<file path="src/rtl/ifu_fetch_pkg.sv">
// Shared widths, fetch state encodings and constants for the instruction-fetch stage.
package ifu_fetch_pkg;

    localparam int unsigned INSTWide = 32;
    localparam int unsigned RegWidth = 64;

    typedef enum logic [1:0] {
        S_REQ  = 2'd0,
        S_WAIT = 2'd1,
        S_HOLD = 2'd2
    } fetch_state_e;

    localparam logic [INSTWide-1:0] NOP_INST         = 32'h0000_0013;
    localparam logic [RegWidth-1:0] RESET_PC_DEFAULT = 64'h0000_0000_8000_0000;

    // Payload handed to decode.
    typedef struct packed {
        logic [RegWidth-1:0] pc;
        logic [INSTWide-1:0] inst;
    } fetch_pkt_t;

endpackage

</file>
<file path="src/rtl/ifu_fetch_reg.sv">
// Generic enable register with a synchronous active-low reset to a fixed value.
module ifu_fetch_reg #(
    parameter int unsigned W       = 1,
    parameter logic [W-1:0] RST_VAL = '0
) (
    input  logic         clk,
    input  logic         rst,
    input  logic         en,
    input  logic [W-1:0] d,
    output logic [W-1:0] q
);

    always_ff @(posedge clk) begin
        if (!rst) begin
            q <= RST_VAL;
        end else if (en) begin
            q <= d;
        end
    end

endmodule

</file>
<file path="src/rtl/ifu_fetch.sv">
// Instruction-fetch stage: owns the PC, issues one fetch at a time and hands
// each instruction to decode; redirects squash every old-path fetch.
module ifu_fetch
    import ifu_fetch_pkg::*;
#(
    parameter logic [RegWidth-1:0] RESET_PC = RESET_PC_DEFAULT
) (
    input  logic                clk,
    input  logic                rst,
    output logic                imem_req_valid,
    input  logic                imem_req_ready,
    output logic [RegWidth-1:0] imem_addr,
    input  logic                imem_rsp_valid,
    input  logic [INSTWide-1:0] imem_rsp_data,
    input  logic                redirect_valid,
    input  logic [RegWidth-1:0] redirect_pc,
    output logic                ifu_valid,
    input  logic                idu_ready,
    output logic [INSTWide-1:0] id_inst,
    output logic [RegWidth-1:0] id_pc
);

    localparam int unsigned XLEN = RegWidth;
    localparam int unsigned PktW = $bits(fetch_pkt_t);
    localparam logic [PktW-1:0] PktRst = PktW'({XLEN'(0), NOP_INST});

    fetch_state_e    state_q, state_d;
    logic [XLEN-1:0] pc_q, pc_d;
    logic [XLEN-1:0] pc_inflight_q, pc_inflight_d;
    logic            kill_q, kill_d;
    fetch_pkt_t      id_pkt_q, id_pkt_d;
    logic            req_valid_q, req_valid_d;
    logic            ifu_valid_q, ifu_valid_d;
    logic            req_hs;
    logic [XLEN-1:0] redirect_tgt;

    // Next-state logic; a redirect overrides every normal transition.
    always_comb begin
        state_d       = state_q;
        pc_d          = pc_q;
        pc_inflight_d = pc_inflight_q;
        kill_d        = kill_q;
        id_pkt_d      = id_pkt_q;
        req_hs        = req_valid_q && imem_req_ready;
        redirect_tgt  = redirect_pc & ~XLEN'(3);

        if (redirect_valid) begin
            pc_d = redirect_tgt;
            case (state_q)
                S_REQ: begin
                    if (req_hs) begin
                        state_d = S_WAIT;
                        kill_d  = 1'b1;
                    end
                end
                S_WAIT: begin
                    if (imem_rsp_valid) begin
                        state_d = S_REQ;
                        kill_d  = 1'b0;
                    end else begin
                        kill_d  = 1'b1;
                    end
                end
                default: state_d = S_REQ;
            endcase
        end else begin
            case (state_q)
                S_REQ: begin
                    if (req_hs) begin
                        state_d       = S_WAIT;
                        pc_inflight_d = pc_q;
                    end
                end
                S_WAIT: begin
                    if (imem_rsp_valid) begin
                        if (kill_q) begin
                            kill_d  = 1'b0;
                            state_d = S_REQ;
                        end else begin
                            id_pkt_d.pc   = pc_inflight_q;
                            id_pkt_d.inst = imem_rsp_data;
                            pc_d          = pc_inflight_q + XLEN'(4);
                            state_d       = S_HOLD;
                        end
                    end
                end
                S_HOLD: begin
                    if (idu_ready) begin
                        state_d = S_REQ;
                    end
                end
                default: state_d = S_REQ;
            endcase
        end

        req_valid_d = (state_d == S_REQ);
        ifu_valid_d = (state_d == S_HOLD);
    end

    always_ff @(posedge clk) begin
        if (!rst) begin
            state_q <= S_REQ;
        end else begin
            state_q <= state_d;
        end
    end

    ifu_fetch_reg #(.W(XLEN), .RST_VAL(RESET_PC)) u_pc (
        .clk(clk), .rst(rst), .en(1'b1), .d(pc_d), .q(pc_q)
    );

    ifu_fetch_reg #(.W(XLEN), .RST_VAL(RESET_PC)) u_pc_inflight (
        .clk(clk), .rst(rst), .en(1'b1), .d(pc_inflight_d), .q(pc_inflight_q)
    );

    ifu_fetch_reg #(.W(1), .RST_VAL(1'b0)) u_kill (
        .clk(clk), .rst(rst), .en(1'b1), .d(kill_d), .q(kill_q)
    );

    ifu_fetch_reg #(.W(PktW), .RST_VAL(PktRst)) u_id_pkt (
        .clk(clk), .rst(rst), .en(1'b1), .d(id_pkt_d), .q(id_pkt_q)
    );

    // Handshake flags held low throughout reset.
    ifu_fetch_reg #(.W(1), .RST_VAL(1'b0)) u_req_valid (
        .clk(clk), .rst(rst), .en(1'b1), .d(req_valid_d), .q(req_valid_q)
    );

    ifu_fetch_reg #(.W(1), .RST_VAL(1'b0)) u_ifu_valid (
        .clk(clk), .rst(rst), .en(1'b1), .d(ifu_valid_d), .q(ifu_valid_q)
    );

    assign imem_req_valid = req_valid_q;
    assign imem_addr      = pc_q;
    assign ifu_valid      = ifu_valid_q;
    assign id_inst        = id_pkt_q.inst;
    assign id_pc          = id_pkt_q.pc;

endmodule

</file>
<file path="config.mk">
export PLATFORM = sky130hd
export DESIGN_NAME = ifu_fetch
export DESIGN_NICKNAME = d
export VERILOG_FILES = /design/src/rtl/ifu_fetch_pkg.sv /design/src/rtl/ifu_fetch_reg.sv /design/src/rtl/ifu_fetch.sv
export SDC_FILE = /design/constraint.sdc
export NUM_CORES = 1
export LEC_CHECK = 0
export BUFFER_PORTS_ARGS = -buffer_cell sky130_fd_sc_hd__buf_2
export CORE_MARGIN = 10
export CORE_UTILIZATION = 52
export DETAILED_ROUTE_END_ITERATION = 16
export GPL_TIMING_DRIVEN = 0
export HOLD_SLACK_MARGIN = 0.15
export PLACE_DENSITY_LB_ADDON = 0.25
export SYNTH_ARGS = -nofsm -noshare
export SYNTH_HDL_FRONTEND = slang
export SYNTH_SLANG_ARGS = --single-unit
</file>
<file path="constraint.sdc">
create_clock -name clk -period 3.15 [get_ports clk]
set_input_delay 0.63 -clock clk [delete_from_list [all_inputs] [get_ports clk]]
set_output_delay 0.63 -clock clk [all_outputs]
set_load 0.02 [all_outputs]
</file>
==> qor.csv <==
stage,metric,value,unit
sta,worst slew pin tran,987,ps
synthesis,number of synthesized flops with an enable pin,0,
power_and_ir_drop,Pwr Density,534,nW/um2
sta,final max-slew violation count,0,
setup_path,worst-path fanout max,10,
clock_network,cts hold-fix bufs,0,
sta,Slew Limit Headroom,34.2,%
clock_network,Clock Pin Slew Worst Setup and Hold Paths,60,ps
route,initial drt markers,804,
die,io pins,264,
synthesis,register area share after synthesis,47.7,%
synthesis,compound-cell area share of the yosys netlist,16.8,%
clock_network,H-tree Lvls,1,
synthesis,number of distinct library cells after synthesis,55,
synthesis,top_reg_cell synth,dfxtp_1,
synthesis,Avg Inst Size Synth,7.81,um2
finish,Final #Nets,1623,
placed_design,HPWL after DPL,24.7,mm
clock_network,clock latency on the worst-skew pair,520,ps
setup_path,CP endpoint kind,register,
sta,maximum clock rate,0.329,GHz
setup_path,internal reg-to-reg setup slack,110,ps
run,max-cap viol count,0,
power_and_ir_drop,Worst IR Drop VDD,421,uV
power_and_ir_drop,leakage,0.00460,uW
setup_path,Worst setup SP type,register,
setup_path,slowest CP cell,clkbuf_1,
sta,min cycle time layout,3040,ps
clock_network,maximum root-to-sink buffer count,3,
synthesis,mux cell area share after synthesis,0.534,%
power_and_ir_drop,Total Power,6430,uW
sta,Final Cycle Share,96.5,%
setup_path,critical path class,register to register,
synthesis,Post-Synth XOR/XNOR Area,5.02,%
setup_path,r2r endpoint,u_id_pkt.q[93],
clock_network,Root Buffer,clkbuf_16,
die,Die Y,156,um
finish,Final Util,66.5,%
global_routing,vias in the first global route,9284,
worst_hold_path,Hold Crit Depth,3,
route,"antenna viol nets, final",0,
finish,P&R area growth vs syn,25.2,%
setup_path,critical path's largest stage delay,740,ps
placed_design,Port Buf Inserts,261,
finish,proportion of layout cells with a drive suffix above 1,21.5,%
global_routing,largest net degree at the start of global routing,14,
synthesis,Post-Syn Nets,1333,
setup_path,reg2reg path depth,8,
route,drc violations,0,
global_routing,"Remaining Overflow, GRT",0,
placed_design,gp weighted congestion,0.940,
clock_network,Num Clock Sinks,229,
sta,RSZ-0062 raised after global routing,no,
synthesis,Synth Register Bits,229,
synthesis,Post-synth ARST share,0,%
worst_hold_path,WHS Endpoint,u_id_pkt.q[4],
synthesis,Synth Area in Adders,0.130,%
die,core footprint,18100,um2
placed_design,DP Worst Slack,-27.5,ps
die,Starting Density,53.1,%
clock_network,CTS buffer count,24,
setup_path,Critical Path RT,3600,ps
route,wire per inst,19.0,um
clock_network,CTS tree,built,
route,DR pass1 iterations,5,
route,final WL,33.5,mm
setup_path,CP cell instances,nand3b_1 > or2_2 > clkbuf_1 > nor2_1 > clkbuf_1 > clkbuf_1 > nand2_1 > a21oi_1,
global_routing,first-pass GRT wire length,50.8,mm
die,die width,156,um
setup_path,WP data arrival,3490,ps
outcome,status,completed,
sta,hold slack,344,ps
synthesis,largest family of logic cells by synthesized area,simple AND/OR/NAND/NOR gates,
sta,Final Skew,20.5,ps
sta,endpoints failing setup,0,
die,die area,24300,um2
global_routing,GRT Total Usage,25.9,%
worst_hold_path,Hold/Removal Path Class,primary input to register,
global_routing,initial antenna violation count,2,
die,placement row count,49,
setup_path,RR Startpoint,state_q[1],
sta,Final Hold Fails,0,
setup_path,Worst path most repeated cell,clkbuf_1,
sta,Final WS setup,110,ps
synthesis,Synth Instances,1230,
synthesis,Yosys warning count,0,
worst_hold_path,Worst Hold Launch,imem_rsp_data[4],
synthesis,Post-Synth Simple-Gate Area,25.7,%
synthesis,synthesized area,9600,um2
route,DR vias,9801,
route,vias per cell,5.55,
-- metrics by stage --
stage | std cells | instance area, um2 | TNS [ps]
after detailed placement | 1721 | 11200 | -30.7
after floorplan | 1230 | 9600 | 0
after CTS | 1763 | 12000 | 0
final | 1767 | 12000 | 0
after global routing | 1766 | 12000 | 0
after global placement | 1720 | 11200 | 0
-- worst max path at each step --
stage	cells past startpoint	slack [ps]	endpoint	startpoint
floorplan	7	870	u_pc.q[54]	u_pc_inflight.q[2]
global placement	9	30	u_id_pkt.q[93]	imem_rsp_valid
finish	8	110	u_id_pkt.q[93]	state_q[1]
detailed placement	9	-30	u_id_pkt.q[93]	imem_rsp_valid
global route	8	20	u_id_pkt.q[93]	state_q[1]
CTS	7	160	u_pc.q[52]	u_pc_inflight.q[2]
-- layout by cell type (no fill, tap or decap), drive strengths merged, types with 3 or more instances in the layout --
| cell | instances |
|---|---|
| and2 | 3 |
| clkbuf | 127 |
| buf | 268 |
| and3 | 16 |
| and4 | 7 |
| xor2 | 16 |
| a221oi | 6 |
| o31ai | 5 |
| nor4 | 12 |
| nor2 | 55 |
| o21ai | 39 |
| mux2i | 4 |
| a211oi | 32 |
| nand4 | 21 |
| dfxtp | 229 |
| or4 | 3 |
| nor3 | 35 |
| or3 | 4 |
| xnor2 | 39 |
| nand3 | 31 |
| inv | 9 |
| a21oi | 184 |
| nor3b | 3 |
| clkinv | 3 |
| o22ai | 3 |
| nand2 | 360 |
-- cell type report --
class	instances	area, um2
Fill cell	1625	6060
Tap cell	229	287
Buffer	93	359
Multi-Input combinational cell	899	4640
Inverter	9	33.8
Antenna cell	2	5.00
Clock inverter	4	45.0
Clock buffer	38	744
Sequential cell	229	4580
Timing Repair Buffer	264	1330
-- critical path: cells and delay by family, from the launching register on --
family | cells | cell delay [ps]
AND/OR/NAND/NOR | 4 | 840
buffers and inverters | 3 | 1600
flip-flops | 1 | 370
AO/OA/AOI/OAI | 1 | 150
-- state kept, by name (all words and copies together), names as in the netlist --
| signal | flops |
|---|---|
| u_id_pkt.q | 96 |
| u_kill.q | 1 |
| u_pc_inflight.q | 64 |
| state_q | 2 |
| u_req_valid.q | 1 |
| u_pc.q | 64 |
| u_ifu_valid.q | 1 |
-- synthesized netlist by cell type, types with 4 or more instances --
library cell	count	share of area [%]
o31ai_1	5	0.39
mux2i_1	4	0.42
nor2_1	55	2.1
nand4_1	20	1.3
nand3_1	31	1.6
xor2_1	16	1.5
nand2_1	360	14
and4_1	5	0.46
a221oi_1	6	0.55
inv_1	8	0.31
a21oi_1	183	9.5
a211oi_2	6	0.78
xnor2_1	39	3.6
o21ai_0	39	2.0
dfxtp_1	229	48
clkbuf_1	89	3.5
nor3_1	33	1.7
a211oi_1	26	2.0
nor4_1	8	0.52
and3_1	16	1.0
-- cell families (layout without fill, tap and decap cells) --
logic type	Yosys count	in the layout
compound gates	282	282
flops	229	229
mux	5	5
buf+inv	102	408
other cells	0	2
fa+ha+maj	1	1
xor+xnor	55	55
simple gates	556	556
-- routing by layer --
layer	vias up	global-route usage [%]	routed length, um
li1	4773	-	-
met1	4534	32.6	13600
met2	423	42.9	15900
met3	71	5.54	2960
met4	0	9.04	989
met5	-	0	0
-- power by group --
part / total, uW / internal [uW] / switching (uW)
clock: 2820 / 1690 / 1130
sequential: 3050 / 2980 / 73.5
combinational: 558 / 187 / 370
total: 6430 / 4850 / 1570
-- repair_timing --
item                                    in CTS  in global routing
gates resized for setup                      0                  1
buffers inserted                             0                  2
endpoints found under the setup margin       0                  4
No activity file was read; power rests on OpenSTA's default activity.
